**src/rtl/regfile_wb_arbiter_pkg.sv**
```systemverilog
// rtl/regfile_wb_arbiter_pkg.sv - shared constants for the register-file writeback arbiter
package regfile_wb_arbiter_pkg;

   localparam int RF_AW    = 5;
   localparam int RF_DW    = 32;
   localparam int REG_ZERO = 0;

   localparam int REQ_ALU = 0;
   localparam int REQ_LSU = 1;
   localparam int REQ_MDU = 2;

endpackage

```
**src/rtl/regfile_wb_arbiter_rr_arbiter.sv**
```systemverilog
// rtl/regfile_wb_arbiter_rr_arbiter.sv - one-hot wrap-around priority select with pointer
// ARB_FIXED_PRIO_EN selects lowest-index-wins priority and removes the pointer.
module rr_arbiter #(
   parameter int N_REQ = 3
) (
   input  logic             clk,
   input  logic             rst,
   input  logic [N_REQ-1:0] req,
   output logic [N_REQ-1:0] grant,
   output logic [2:0]       grant_idx,
   output logic             any
);

`ifdef ARB_FIXED_PRIO_EN
   always_comb begin
      grant     = '0;
      grant_idx = '0;
      any       = 1'b0;
      for (int i = N_REQ - 1; i >= 0; i--) begin
         if (req[i]) begin
            grant     = '0;
            grant[i]  = 1'b1;
            grant_idx = 3'(i);
            any       = 1'b1;
         end
      end
   end
`else
   logic [2:0] ptr;

   always_comb begin
      int c;
      c         = 0;
      grant     = '0;
      grant_idx = '0;
      any       = 1'b0;
      for (int k = 0; k < N_REQ; k++) begin
         c = int'(ptr) + k;
         if (c >= N_REQ) c = c - N_REQ;
         if (!any && req[c]) begin
            any       = 1'b1;
            grant[c]  = 1'b1;
            grant_idx = 3'(c);
         end
      end
   end

   always_ff @(posedge clk) begin
      if (!rst)
         ptr <= '0;
      else if (any)
         ptr <= (grant_idx == 3'(N_REQ - 1)) ? 3'd0 : grant_idx + 3'd1;
   end
`endif

endmodule

```
**src/rtl/regfile_wb_arbiter.sv**
```systemverilog
// rtl/regfile_wb_arbiter.sv - writeback port arbiter with registered RF write and busy scoreboard
// ARB_FIXED_PRIO_EN (in rr_arbiter) switches round-robin to fixed priority.
module regfile_wb_arbiter
   import regfile_wb_arbiter_pkg::*;
#(
   parameter int N_REQ = 3,
   parameter int AW    = RF_AW,
   parameter int DW    = RF_DW
) (
   input  logic                clk,
   input  logic                rst,
   input  logic [N_REQ-1:0]    req_valid,
   input  logic [N_REQ*AW-1:0] req_addr,
   input  logic [N_REQ*DW-1:0] req_data,
   output logic [N_REQ-1:0]    req_ready,
   input  logic                issue_valid,
   input  logic [AW-1:0]       issue_addr,
   output logic                rf_we,
   output logic [AW-1:0]       rf_waddr,
   output logic [DW-1:0]       rf_wdata,
   output logic [2**AW-1:0]    busy,
   output logic [2:0]          grant_idx
);

   logic [N_REQ-1:0] grant;
   logic [2:0]       sel_idx;
   logic             any_grant;
   logic [AW-1:0]    sel_addr;
   logic [DW-1:0]    sel_data;
   logic [2**AW-1:0] busy_next;

   rr_arbiter #(.N_REQ(N_REQ)) u_arb (
      .clk       (clk),
      .rst       (rst),
      .req       (req_valid),
      .grant     (grant),
      .grant_idx (sel_idx),
      .any       (any_grant)
   );

   assign req_ready = grant;

   always_comb begin
      sel_addr = '0;
      sel_data = '0;
      for (int i = 0; i < N_REQ; i++) begin
         if (grant[i]) begin
            sel_addr = req_addr[i*AW +: AW];
            sel_data = req_data[i*DW +: DW];
         end
      end
   end

   // Set after clear: a same-cycle issue means a newer instruction owns the register.
   always_comb begin
      busy_next = busy;
      if (any_grant)
         busy_next[sel_addr] = 1'b0;
      if (issue_valid)
         busy_next[issue_addr] = 1'b1;
      busy_next[REG_ZERO] = 1'b0;
   end

   always_ff @(posedge clk) begin
      if (!rst) begin
         rf_we     <= 1'b0;
         rf_waddr  <= '0;
         rf_wdata  <= '0;
         busy      <= '0;
         grant_idx <= '0;
      end else begin
         rf_we <= any_grant && (sel_addr != AW'(REG_ZERO));
         if (any_grant) begin
            rf_waddr  <= sel_addr;
            rf_wdata  <= sel_data;
            grant_idx <= sel_idx;
         end
         busy <= busy_next;
      end
   end

endmodule
```
**config.mk**
```make
export PLATFORM = sky130hd
export DESIGN_NAME = regfile_wb_arbiter
export DESIGN_NICKNAME = d
export VERILOG_FILES = /design/src/rtl/regfile_wb_arbiter_pkg.sv /design/src/rtl/regfile_wb_arbiter_rr_arbiter.sv /design/src/rtl/regfile_wb_arbiter.sv
export SDC_FILE = /design/constraint.sdc
export NUM_CORES = 1
export LEC_CHECK = 0
export ABC_AREA = 1
export CELL_PAD_IN_SITES_DETAIL_PLACEMENT = 2
export CELL_PAD_IN_SITES_GLOBAL_PLACEMENT = 2
export CORE_MARGIN = 2
export CORE_UTILIZATION = 23
export CTS_CLUSTER_DIAMETER = 150
export DETAILED_ROUTE_END_ITERATION = 10
export GPL_TIMING_DRIVEN = 0
export HOLD_SLACK_MARGIN = 0.1
export PLACE_DENSITY_LB_ADDON = 0.1
export SYNTH_ARGS = -nofsm -noshare
export SYNTH_HDL_FRONTEND = slang
export SYNTH_HIERARCHICAL = 1
export SYNTH_SLANG_ARGS = --single-unit
```
**constraint.sdc**
```tcl
create_clock -name clk -period 5.3 [get_ports clk]
set_clock_uncertainty 0.05 [all_clocks]
set_input_delay 0.795 -clock clk [delete_from_list [all_inputs] [get_ports clk]]
set_output_delay 0.795 -clock clk [all_outputs]
set_load 0.02 [all_outputs]
```
# Yosys cells after proc, flatten, opt, wreduce, memory -nomap -nowiden
# Index checks and enable logic that the tools add are counted.
[totals]
reg_bits = 76
input_bits = 122
output_inout_bits = 76
elab_cells = 83
[op_classes]
addsub = 6
order_cmp = 13
n_eq_ne = 1
n_mux = 40
n_bitwise = 5
n_reduce_logical = 11
[ops]
columns = ["op", "n"]
rows = [
  ["$mux 32", 8],
  ["$ge 32x1->1 const B", 3],
  ["$lt 32x4->1 const B", 3],
  ["$ge 32x3->1 const B", 2],
  ["$sub 32x3->32 const B", 2],
  ["$and 32x32->32", 1],
  ["$not 32->32", 1],
  ["$or 32x32->32", 1],
  ["$mux 3", 7],
  ["$mux 5", 3],
  ["$mux 1", 14],
  ["$lt 5x6->1 const B", 2],
  ["$demux 1 s5", 2],
  ["$ge 5x1->1 const B", 2],
  ["$logic_and 1x1->1", 8],
  ["$bmux 1 s2", 3],
  ["$demux 1 s2", 3],
  ["$or 3x3->3", 2],
  ["$reduce_bool 5->1", 1],
  ["$add 3x1->4 const B", 1],
  ["$add 3x2->4 const B", 1],
  ["$sub 3x2->4 const B", 1],
  ["$add 3x1->3 const B", 1],
  ["$eq 3x2->1 const B", 1],
  ["2 further kinds", 3],
]

# Depth between registers and ports, before layout
[depth]
ltp_word = 24
ltp_mapped = 25
ltp_nobuf = 23

# Cells and area by module
# Netlist, hierarchy kept.
[by_module_without_submodules]
columns = ["module", "instances", "cells_each", "area_per_inst_um2", "seq_area_each_um2"]
rows = [
  ["regfile_wb_arbiter", 1, 565, 3701.0, 1441.4],
  ["rr_arbiter", 1, 140, 857.1, 60.1],
]

# Worst setup path before layout
# No wires, ideal clock.
[synth_path]
path_kind = "reg2reg"
start = "register u_arb.ptr[1]"
end = "register busy[12]"
setup_time_ps = 131
arrival_ps = 3525
t_required_ps = 5119
setup_slack_ps = 1594
path_stages_with_launch = 21
path_buffers = 1
synth_period_minus_slack_ps = 3706
cell_sequence = "dfxtp_1 > ha_1 > inv_1 > ha_1 > inv_1 > nand4_1 > nand2_2 > nand3_1 > nand3_4 > nand3_2 > clkinv_1 > nand2_1 > o31ai_1 > buf_2 > nand3_2 > nand2_1 > o21ai_4 > nor2_2 > nand2_1 > nand2_1 > a21oi_2"
[synth_between]
elab_chain_cells = 24
elab_cells_between_ends = 60
cone_classes = "add/sub (5); order compare (11); mux (31); bitwise (5); reduce/logical (8)"
[synth_lines]
columns = ["item", "line", "rtl"]
rows = [
  ["from (decl)", "regfile_wb_arbiter_rr_arbiter.sv:29", "logic [2:0] ptr;"],
  ["from (signal assigned)", "regfile_wb_arbiter_rr_arbiter.sv:52", "ptr <= (grant_idx == 3'(N_REQ - 1)) ? 3'd0 : grant_idx + 3'd1;"],
  ["branches (longest 11 deep; another with $sub 32x3->32)", "n/a", ""],
  ["$mux 3 *", "regfile_wb_arbiter_rr_arbiter.sv:40", "if (!any && req[c]) begin"],
  ["named net req_ready[0]", "regfile_wb_arbiter.sv:15", "output logic [N_REQ-1:0] req_ready,"],
  ["$mux 5 * (3 in series)", "regfile_wb_arbiter.sv:47", "if (grant[i]) begin"],
  ["$lt 5x6->1 (implied by the code) or $ge 5x1->1 (tied branches)", "regfile_wb_arbiter.sv:58", "busy_next[sel_addr] = 1'b0;"],
  ["$logic_and 1x1->1 (implied by the code)", "regfile_wb_arbiter.sv:58", ""],
  ["$mux 1 (implied by the code)", "regfile_wb_arbiter.sv:58", ""],
  ["$demux 1 s5 *", "regfile_wb_arbiter.sv:58", ""],
  ["$not 32->32 (no line) *", "n/a", ""],
  ["$and 32x32->32 (no line) *", "n/a", ""],
  ["$mux 32 *", "regfile_wb_arbiter.sv:57", "if (any_grant)"],
  ["$or 32x32->32 (no line)", "n/a", ""],
  ["$mux 32 *", "regfile_wb_arbiter.sv:59", "if (issue_valid)"],
  ["to (signal assigned)", "regfile_wb_arbiter.sv:78", "busy <= busy_next;"],
  ["to (decl)", "regfile_wb_arbiter.sv:21", "output logic [2**AW-1:0] busy,"],
]
# Mark *: on every way through the listed nets, which the timed path passes. The select of a mux whose other input is x is not followed.
# A chain may end at the register's enable or synchronous reset.

# Final worst setup path
[layout_path]
start = "register u_arb.ptr[1]"
end = "output req_ready[0]"
[layout_between]
elab_chain_cells = 12
elab_cells_between_ends = 46
cone_classes = "add/sub (5); order compare (9); mux (23); bitwise (2); reduce/logical (7)"
[layout_lines]
columns = ["item", "line"]
rows = [
  ["branches (longest 11 deep; another with $sub 32x3->32)", "n/a"],
  ["$mux 3 *", "regfile_wb_arbiter_rr_arbiter.sv:40"],
  ["to (decl)", "regfile_wb_arbiter.sv:15"],
]
# Every way passes the cells marked *. The select of a mux whose other input is x is not followed.

==> flow_summary.json <==
{
  "slew_headroom_pct": 35.5,
  "setup.worst_path.end_class": "output port",
  "post-place-cells": 1166,
  "clock_latency_ns": 0.34,
  "worst_pin_slew_ns": 0.960,
  "synth_top_flop_cell": "dfxtp_1",
  "nFillCells": 2329,
  "hold_viol_final": 0,
  "setup_tns_ns": 0,
  "layout.cells.non_filler": 1183,
  "floorplan.initialDensity_pct": 23.4,
  "p_seq_share_pct": 13.3,
  "hold_ws_ns": 0.417,
  "drv_cap": 0,
  "drt-initial-drc-count": 159,
  "switching_share_pct": 57.9,
  "port_buffers": 196,
  "worstPathMaxFanout": 8,
  "cts_max_path_buffers": 2,
  "synth.ff_latch_count": 75,
  "setup_viol": 0,
  "layout.nets": 1043,
  "rsz0062_at_grt": "no",
  "post-route-period-util_pct": 86.1,
  "gp_congestion": 0.807,
  "die_y_um": 145,
  "critical_path_required_ns": 4.45,
  "synth-edff-count": 0,
  "drc": 0,
  "routed_via_density": 4.70,
  "grt_pass1_vias": 6086,
  "grt_max_degree": 16,
  "place_ws_ns": 0.992,
  "power.density_mw_per_mm2": 803,
  "ys_seq_area_share_pct": 32.9,
  "wire_per_inst_um": 18.1,
  "clk_pin_slew_ns": 0.07,
  "critPathBufInv": 4,
  "ctsResizeCount": 0,
  "p_int_mw": 2.41,
  "grt_first_pass_wirelength_um": 32800,
  "cts_buffers": 9,
  "finalMaxSlewViolations": 0,
  "synthArstFlopShare_pct": 0,
  "worst_ir_drop_vdd_mv": 0.265,
  "layout_min_cycle_time_ns": 4.56,
  "dr_total_vias": 5555,
  "clock-sinks": 75,
  "cp-start-kind": "flop",
  "dp_hpwl_um": 17200,
  "hold_buffers": 0,
  "antenna_left": 0,
  "yosysUniqueCellTypes": 42,
  "grtUsageTotal_pct": 20.3,
  "worst_slack_ns": 0.738,
  "core-area_mm2": 0.0195,
  "cts_tree": "built",
  "ios": 198,
  "status": "complete, no violations",
  "crit_type": "flop to output port",
  "dieArea_mm2": 0.0210,
  "syn_inst": 705,
  "crit_family": "buffers and inverters",
  "max_stage_delay_ns": 0.70,
  "num_rows": 51,
  "hold_path_class": "flop to flop",
  "p_sw_mw": 3.32,
  "pwr-share-comb_pct": 76.1,
  "critPathSlowestCell": "clkdlybuf4s50_1",
  "r2r-start": "u_arb/ptr[1]",
  "cts_setup_buffers": 0,
  "gr-total-overflow": 0,
  "crit_start": "u_arb/ptr[1]",
  "grt_antenna_before_repair": 1,
  "syn_to_final_growth_pct": 56.6,
  "crit_arrival_ns": 3.72,
  "syn-num-nets": 836,
  "cp_cell_sequence": "ha_1, inv_1, ha_1, inv_1, nand4_1, nand2_2, nand3_1, nand3_4, nand3_2, clkinv_1, nand2_1, o31ai_1, clkdlybuf4s50_1",
  "pwr-share-clk_pct": 10.6,
  "die-width_um": 145,
  "synth.cell_area_mm2": 0.00456,
  "leakagePower_nw": 2.71,
  "max_freq_mhz": 219,
  "synth.avg_cell_area_um2": 6.47,
  "cts_max_level": 3,
  "root_buffer": "clkbuf_16",
  "drt-total-wl_um": 21400,
  "synth-warning-count": 6,
  "drive_gt1_share_pct": 9.05,
  "drtPass1Iterations": 4,
  "min_from": "busy[16]"
}
[worst min-delay path, stage by stage, from the launching register on]
cell	delay [ns]
dfxtp_1	0.31
nand2_1	0.06
a21oi_1	0.05
[layout make-up]
type | count | area [um^2] | area share [%]
Timing Repair Buffer | 196 | 1960 | 27.5
Tap cell | 265 | 332 | 4.65
Clock buffer | 9 | 225 | 3.16
Clock inverter | 7 | 58.8 | 0.824
Sequential cell | 75 | 1500 | 21.0
Antenna cell | 1 | 2.50 | 0.0351
Buffer | 38 | 188 | 2.63
Inverter | 40 | 155 | 2.17
Multi-Input combinational cell | 552 | 2710 | 38.0
[synth_stat cells, types with 2 or more instances]
| cell type | instances | area, um^2 |
|---|---|---|
| nor2_2 | 10 | 62.6 |
| clkbuf_1 | 15 | 56.3 |
| ha_1 | 9 | 113 |
| nor2_1 | 15 | 56.3 |
| buf_1 | 6 | 22.5 |
| nor3_1 | 14 | 70.1 |
| nand2_1 | 258 | 968 |
| nor2_4 | 4 | 45.0 |
| inv_2 | 11 | 41.3 |
| nand3_4 | 3 | 52.6 |
| o21ai_0 | 39 | 195 |
| nand4_1 | 9 | 56.3 |
| or2_1 | 3 | 18.8 |
| clkinv_1 | 2 | 7.51 |
| inv_1 | 25 | 93.8 |
| a21oi_2 | 2 | 17.5 |
| nand3_1 | 19 | 95.1 |
| o211ai_1 | 2 | 15.0 |
| nand3_2 | 4 | 40.0 |
| inv_4 | 2 | 12.5 |
| buf_2 | 12 | 60.1 |
| buf_4 | 2 | 15.0 |
| a21oi_1 | 102 | 510 |
| o21ai_1 | 36 | 180 |
| nand2_4 | 5 | 56.3 |
| nand2_2 | 4 | 25.0 |
| dfxtp_1 | 75 | 1500 |
| buf_6 | 3 | 33.8 |
[cells by family after synthesis]
group           after synthesis  share of synthesized area (%)
compound gates              189                           22.0
xor+xnor                      3                          0.741
fa+ha+maj                     9                           2.47
buf+inv                      78                           7.52
flops                        75                           32.9
other cells                   1                         0.0823
simple gates                350                           34.3
[registers in the layout, summed over array words and instances (netlist names)]
register   count
busy          31
grant_idx      3
rf_waddr       5
rf_wdata      32
rf_we          1
u_arb/ptr      3
[path summary, 6_finish.rpt]
path | cells after the start | slack, ns | endpoint
hold / removal | 2 | 0.42 | busy[16]
hold reg to reg | 2 | 0.42 | busy[16]
setup reg to reg | 20 | 1.06 | busy[9]
setup / recovery | 13 | 0.74 | req_ready[0]
[layout by cell type (no fill, tap or decap), types with 2 or more instances in the layout]
cell type,instances
buf_4,2
inv_4,2
nand3_2,4
nor2_4,4
ha_1,9
clkinv_1,2
inv_6,3
nor2_2,10
nand3_4,3
a21oi_2,2
dfxtp_1,75
o21ai_1,36
buf_2,12
nand2_1,258
o211ai_1,2
buf_1,6
clkdlybuf4s50_1,196
nand4_1,9
nand2_2,4
buf_6,3
clkbuf_1,15
or2_1,3
inv_1,25
clkbuf_16,9
nand3_1,19
nor3_1,14
a21oi_1,102
nor2_1,15
inv_2,11
o21ai_0,39
nand2_4,5
[metrics by stage]
stage | total power [mW] | instance area (um^2) | util, %
floorplan | 3.73 | 4560 | -
finish | 5.73 | 7140 | 36.7
global route | 6.37 | 7140 | 36.7
CTS | 5.87 | 7140 | 36.7
detailed placement | 5.24 | 6850 | 35.2
global placement | 5.06 | 6850 | 35.2
[metal layers]
layer / global-route usage (%) / up-vias / part of all wire [%]
li1: - / 2736 / -
met1: 25.0 / 2668 / 44
met2: 36.3 / 134 / 50
met3: 3.95 / 17 / 5.4
met4: 5.11 / 0 / 1.2
met5: 0 / - / 0
[power groups by stage]
stage	logic, mW	clock network (mW)	registers, mW
after floorplan	2.86	0	0.871
after global placement	4.29	0	0.768
after detailed placement	4.46	0	0.776
after CTS	4.48	0.627	0.765
after global routing	4.94	0.650	0.776
final	4.36	0.607	0.764
No activity file was read; power rests on OpenSTA's default activity.
